[config.mk]
export PLATFORM = sky130hd
export DESIGN_NAME = mca_sequencer
export DESIGN_NICKNAME = d
export VERILOG_FILES = /design/src/rtl/FIR_pkg.sv /design/src/rtl/mca_sequencer.sv
export SDC_FILE = /design/constraint.sdc
export NUM_CORES = 1
export LEC_CHECK = 0
export CORE_MARGIN = 4
export CORE_UTILIZATION = 49
export DETAILED_ROUTE_END_ITERATION = 10
export PLACE_DENSITY = 0.86
export SETUP_SLACK_MARGIN = 0.15
export SYNTH_ARGS = -nofsm -noshare
export SYNTH_HDL_FRONTEND = slang
export SYNTH_SLANG_ARGS = --single-unit
[constraint.sdc]
create_clock -name clk -period 4.09 [get_ports clk]
set_input_delay 0.818 -clock clk [delete_from_list [all_inputs] [get_ports clk]]
set_output_delay 0.818 -clock clk [all_outputs]
set_load 0.005 [all_outputs]
[src/rtl/FIR_pkg.sv]
// -----------------------------------------------------------------------------
// FIR_pkg
// Shared types and constants for the multi-clock-adder (MCA) sequencer.
//   mca_seq_state_t      : sequencer FSM state encoding
//   MCA_DEFAULT_*        : default parameter values for mca_sequencer
//   mca_default_latency  : adder-tree latency implied by a given fan-in
// -----------------------------------------------------------------------------
package FIR_pkg;

    typedef enum logic [1:0] {
        IDLE    = 2'd0,
        START   = 2'd1,
        WAIT    = 2'd2,
        CAPTURE = 2'd3
    } mca_seq_state_t;

    localparam int MCA_DEFAULT_WIDTH          = 32;
    localparam int MCA_DEFAULT_NUM_ADDITIONS  = 16;
    // The adder tree spends two clocks per addition stage.
    localparam int MCA_LATENCY_PER_ADDITION   = 2;
    localparam int MCA_DEFAULT_LATENCY        = MCA_LATENCY_PER_ADDITION * MCA_DEFAULT_NUM_ADDITIONS;
    localparam logic [15:0] MCA_DROP_MAX      = 16'hFFFF;

    function automatic int mca_default_latency(input int num_additions);
        return MCA_LATENCY_PER_ADDITION * num_additions;
    endfunction

endpackage

[src/rtl/mca_sequencer.sv]
// -----------------------------------------------------------------------------
// mca_sequencer
// Sequences one computation of a multi-clock adder tree per accepted strobe:
// latches the control matrix, pulses start, waits LATENCY cycles, then
// captures the tree result into a one-deep output buffer with valid/ready.
// Strobes arriving while a computation is in flight are dropped and counted.
//
// Ports
//   clk          in   rising-edge clock
//   resetn       in   asynchronous active-low reset
//   enable       in   allows new computations to be accepted
//   s_strobe     in   pulse: new control-bit vector ready (no backpressure)
//   s_load       out  pulse: datapath latches S_matrix
//   start        out  pulse to the adder tree
//   sample_in    in   adder-tree result (signed, WIDTH_COEFFICIENT)
//   out_data     out  buffered sample
//   out_valid    out  out_data holds an unconsumed sample
//   out_ready    in   consumer accepts out_data when out_valid
//   busy         out  FSM not in IDLE
//   overrun      out  sticky: at least one strobe was dropped
//   overrun_clr  in   synchronous clear of overrun and drop_count
//   drop_count   out  saturating count of dropped strobes
// -----------------------------------------------------------------------------
module mca_sequencer
    import FIR_pkg::*;
#(
    parameter int WIDTH_COEFFICIENT = MCA_DEFAULT_WIDTH,
    parameter int MCA_NUM_ADDITIONS = MCA_DEFAULT_NUM_ADDITIONS,
    parameter int LATENCY           = mca_default_latency(MCA_NUM_ADDITIONS)
) (
    input  logic                                clk,
    input  logic                                resetn,
    input  logic                                enable,
    input  logic                                s_strobe,
    output logic                                s_load,
    output logic                                start,
    input  logic signed [WIDTH_COEFFICIENT-1:0] sample_in,
    output logic signed [WIDTH_COEFFICIENT-1:0] out_data,
    output logic                                out_valid,
    input  logic                                out_ready,
    output logic                                busy,
    output logic                                overrun,
    input  logic                                overrun_clr,
    output logic [15:0]                         drop_count
);

    localparam int               CNT_W     = $clog2(LATENCY + 1);
    localparam logic [CNT_W-1:0] WAIT_LOAD = CNT_W'(LATENCY - 1);
    localparam logic [CNT_W-1:0] CNT_ONE   = CNT_W'(1);

    mca_seq_state_t   state, state_next;
    logic [CNT_W-1:0] wait_cnt, wait_cnt_next;
    logic             capture;
    logic             drop;

    // The buffer can take a new sample when it is empty or being drained
    // this very cycle.
    assign capture = (state == CAPTURE) && (!out_valid || out_ready);

    // Any strobe outside IDLE is lost, regardless of enable.
    assign drop = s_strobe && (state != IDLE);

    assign busy = (state != IDLE);

    // State and wait-counter registers.
    always_ff @(posedge clk or negedge resetn) begin
        if (!resetn) begin
            state    <= IDLE;
            wait_cnt <= '0;
        end else begin
            state    <= state_next;
            wait_cnt <= wait_cnt_next;
        end
    end

    // Next-state and pulse outputs. The counter is loaded in START with
    // LATENCY-1 and the FSM enters CAPTURE in the cycle the counter reaches
    // zero, which puts CAPTURE exactly LATENCY cycles after the start pulse.
    always_comb begin
        state_next    = state;
        wait_cnt_next = wait_cnt;
        s_load        = 1'b0;
        start         = 1'b0;
        case (state)
            IDLE: begin
                if (s_strobe && enable) begin
                    state_next = START;
                end
            end
            START: begin
                s_load        = 1'b1;
                start         = 1'b1;
                wait_cnt_next = WAIT_LOAD;
                state_next    = (LATENCY == 1) ? CAPTURE : WAIT;
            end
            WAIT: begin
                wait_cnt_next = wait_cnt - CNT_ONE;
                // <= guards against a stuck zero ever being seen here.
                if (wait_cnt <= CNT_ONE) begin
                    state_next = CAPTURE;
                end
            end
            CAPTURE: begin
                if (capture) begin
                    state_next = IDLE;
                end
            end
            default: begin
                state_next = IDLE;
            end
        endcase
    end

    // One-deep output buffer. A capture and a consume in the same cycle keep
    // out_valid high with the new sample; the datapath holds sample_in
    // until the next start, so waiting in CAPTURE loses nothing.
    always_ff @(posedge clk or negedge resetn) begin
        if (!resetn) begin
            out_data  <= '0;
            out_valid <= 1'b0;
        end else if (capture) begin
            out_data  <= sample_in;
            out_valid <= 1'b1;
        end else if (out_valid && out_ready) begin
            out_valid <= 1'b0;
        end
    end

    // Overrun bookkeeping. A clear coincident with a drop is applied first,
    // so the drop still registers as the first event after the clear.
    always_ff @(posedge clk or negedge resetn) begin
        if (!resetn) begin
            overrun    <= 1'b0;
            drop_count <= '0;
        end else if (overrun_clr) begin
            overrun    <= drop;
            drop_count <= {15'd0, drop};
        end else if (drop) begin
            overrun <= 1'b1;
            if (drop_count != MCA_DROP_MAX) begin
                drop_count <= drop_count + 16'd1;
            end
        end
    end

endmodule

==> results.sh <==
export IMPL_power_leakage_uw=0.00157
export IMPL_power_share_switching_pct=28.7
export IMPL_core_area_um2=5170
export IMPL_critical_setup_path_kind="in -> reg"
export IMPL_switching_pwr_uw=691
export IMPL_finish_utilization_pct=73.6
export IMPL_max_clock_path_buffers=2
export IMPL_io_pin_count=91
export IMPL_grt_pass1_wl_mm=9.60
export IMPL_antenna_diode_count=0
export IMPL_critical_path_startpoint_category="input pin"
export IMPL_timing_worst_slew_pin_value_ns=0.752
export IMPL_wl_per_cell_um=15.5
export IMPL_totalPowerFinal_uw=2410
export IMPL_worst_r2r_endpoint="drop_count[11]"
export IMPL_power_per_cell_area_nw_per_um2=633
export IMPL_cell_internal_pwr_uw=1720
export IMPL_crit_path_max_incr_delay_ns=0.53
export IMPL_yosys_warnings=0
export IMPL_rows=26
export IMPL_yosys_area_top_type="dfrtp_1"
export IMPL_initial_core_util_pct=51.1
export IMPL_routed_via_density=5.28
export IMPL_globalRouteTotalUtil_pct=19.5
export IMPL_hold_path_class="reg -> reg"
export IMPL_yosysUniqueCellTypes=38
export IMPL_die_h_um=81.5
export IMPL_hp_start="overrun"
export IMPL_layout_setup_ws_ns=1.55
export IMPL_cp_arrival_ns=2.80
export IMPL_synthesis_nets=270
export IMPL_dr_first_iter_drc_count=77
export IMPL_most_common_layout_cells="clkdlybuf4s50_1 (89), dfrtp_1 (58), mux2_2 (32)"
export IMPL_insertion_delay_of_the_later_clocked_pin_in_the_worst_skew_pair_ns=0.33
export IMPL_reg2reg_slack_ns=1.82
export IMPL_hold_ws_ns=0.490
export IMPL_synthesis_instances=224
export IMPL_timing_critical_path_max_delay_family="simple AND/OR/NAND/NOR gates"
export IMPL_synthDominantCellAreaShare_pct=54.9
export IMPL_ir_worst_vdd_uv=405
export IMPL_mean_area_per_synthesized_cell_um2=11.8
export IMPL_critical_path_required_ns=4.35
export IMPL_io_buffers=90
export IMPL_synth_seq_area_share_pct=54.9
export IMPL_first_global_vias=2018
export IMPL_timing_critical_path_slowest_stage_cell="or4_4"
export IMPL_share_of_cells_above_drive_strength_1_pct=17.6
export IMPL_number_of_setup_buffers_added_after_cts=0
export IMPL_dieArea_um2=6640
export IMPL_cp_num_buf_inv=1
export IMPL_congestion_overflow_gr=0
export IMPL_num_fill_cells=348
export IMPL_cts_tree="built"
export IMPL_vias=2074
export IMPL_fin_setup_tns_ns=0
export IMPL_cts_made_buffers=9
export IMPL_power_share_combinational_pct=40.8
export IMPL_clock_transition_at_the_register_clock_pins_on_the_worst_setup_and_hold_paths_after_cts_ns=0.07
export IMPL_synth_area_top_cells="dfrtp_1 (55%), mux2_2 (14%), ha_1 (3.8%), xnor2_1 (3.6%), o21ai_0 (2.8%)"
export IMPL_period_minus_slack_ns=2.54
export IMPL_initial_antenna_violation_count=0
export IMPL_clkPwrFrac_pct=22.0
export IMPL_h_tree_depth=3
export IMPL_pre_antenna_drt_iters=4
export IMPL_routabilityCongestion=0.844
export IMPL_async_flop_share_pct=100
export IMPL_final_period_utilization_pct=62.2
export IMPL_cts_sinks=58
export IMPL_post_cts_hold_buffer_count=0
export IMPL_multi_input_area_um2=1110
export IMPL_place_hpwl_mm=4.30
export IMPL_route_detailed_drc=0
export IMPL_power_sequential_fraction_pct=37.2
export IMPL_layout_cells_most_common="clkdlybuf4s50_1"
export IMPL_postCtsResizedCells=0
export IMPL_outcome="finished clean"
export IMPL_synth_seq_cells=58
export IMPL_maxCapViolations=0
export IMPL_dominantRegCellSynth="dfrtp_1"
export IMPL_report_final_hold_viol_count=0
export IMPL_clock_skew_ns=0.00821
export IMPL_pin_count_of_the_biggest_net_entering_global_routing=36
export IMPL_antenna_violating_nets_post_route=0
export IMPL_rsz_0062_raised_after_global_routing="false"
export IMPL_crit_path_end_kind="flip-flop"
export IMPL_final_max_slew_violation_count=0
export IMPL_worst_r2r_startpoint="state[0]"
export IMPL_die_width_um=81.5
export IMPL_biggest_fanout_along_the_worst_timing_path=11
export IMPL_synth_edff_count=0
export IMPL_min_delay_path_depth=1
export IMPL_clockRootBuffer="clkbuf_8"
export IMPL_crit_path_cell_trace="clkdlybuf4s50_1, or2b_2, or4_4, or4_1, nand3_1"
export IMPL_finalSetupViolCount=0
export IMPL_ff_latch_area_um2=1450
export IMPL_final_net_count=364
export IMPL_aggregate_routed_wire_length_mm=6.10
export IMPL_rr_worst_depth=6
export IMPL_placement_setup_worst_slack_ns=1.21
export IMPL_max_slew_margin_rel_pct=49.8
export IMPL_max_freq_mhz=393
export IMPL_syn_area_um2=2650
export IMPL_area_delta_synth_final_pct=44.0
export IMPL_hold_end="overrun"
area by class of cell:
type | count | share of cell area (%)
inverters | 11 | 1.08
clock inverters | 5 | 1.38
flip-flops and latches | 58 | 38.1
clock buffers | 11 | 3.98
well taps | 70 | 2.30
multi-input cells | 146 | 29.2
repair buffers | 92 | 23.9
cell usage after synthesis, types with 2 or more instances:
| cell type | n |
|---|---|
| buf_1 | 3 |
| a31oi_1 | 3 |
| xnor2_1 | 11 |
| nand4_1 | 2 |
| mux2i_1 | 3 |
| or2_2 | 2 |
| nor2_1 | 9 |
| a21oi_1 | 6 |
| o21ai_0 | 15 |
| clkbuf_1 | 4 |
| mux2_2 | 32 |
| nor3b_1 | 2 |
| inv_1 | 10 |
| nor4_1 | 5 |
| nor3_1 | 5 |
| or4_1 | 2 |
| nand2b_1 | 3 |
| dfrtp_1 | 58 |
| o2111ai_1 | 2 |
| o211ai_1 | 2 |
| nand3_1 | 9 |
| ha_1 | 8 |
| nand2_1 | 13 |
metal layers:
metal	up-vias	GRT usage (%)	routed length [um]
met1	1001	23.5	2630
li1	988	-	-
met3	4	6.14	411
met5	-	0	0
met4	0	7.09	62
met2	81	32.7	3000
through the flow:
step | cells | cell area (um2)
global placement | 377 | 3600
detailed placement | 377 | 3600
finish | 393 | 3810
CTS | 393 | 3810
global route | 393 | 3810
floorplan | 224 | 2650
worst reg2reg max path, delay by kind of cell (launching register included):
kind / cells / cell delay, ns
adders and majority gates: 1 / 0.26
DFF: 1 / 0.38
and+or+nand+nor: 4 / 1.46
buffers and inverters: 1 / 0.10
power groups by stage:
| stage | Combinational, uW | Clock (uW) | Sequential [uW] |
|---|---|---|---|
| after floorplan | 457 | 0 | 910 |
| after global placement | 972 | 0 | 893 |
| after detailed placement | 996 | 0 | 905 |
| after CTS | 1000 | 544 | 897 |
| after global routing | 1080 | 575 | 924 |
| final | 985 | 531 | 897 |
logic make-up after synthesis:
kind of cell | count (synthesis) | synth area share [%]
buf+inv | 20 | 3.03
simple gates | 60 | 12.7
fa+ha+maj | 8 | 3.78
xor+xnor | 12 | 3.97
flops | 58 | 54.9
compound gates | 31 | 6.86
mux | 35 | 14.8
worst max path at each step:
stage                         from  slack [ns]  depth (start not counted)              to
after floorplan           s_strobe        1.95                          4  drop_count[11]
after global placement    s_strobe        1.28                          5  drop_count[13]
after detailed placement  s_strobe        1.21                          5  drop_count[11]
after CTS                 s_strobe        1.55                          5  drop_count[11]
after global routing      s_strobe        1.51                          5  drop_count[13]
final                     s_strobe        1.55                          5  drop_count[11]
registers in the layout, summed over array words and instances, names as in the netlist:
register / count
state: 2
drop_count: 16
overrun: 1
wait_cnt: 6
out_data: 32
out_valid: 1
Note: power is estimated with default switching activity, not from simulation.
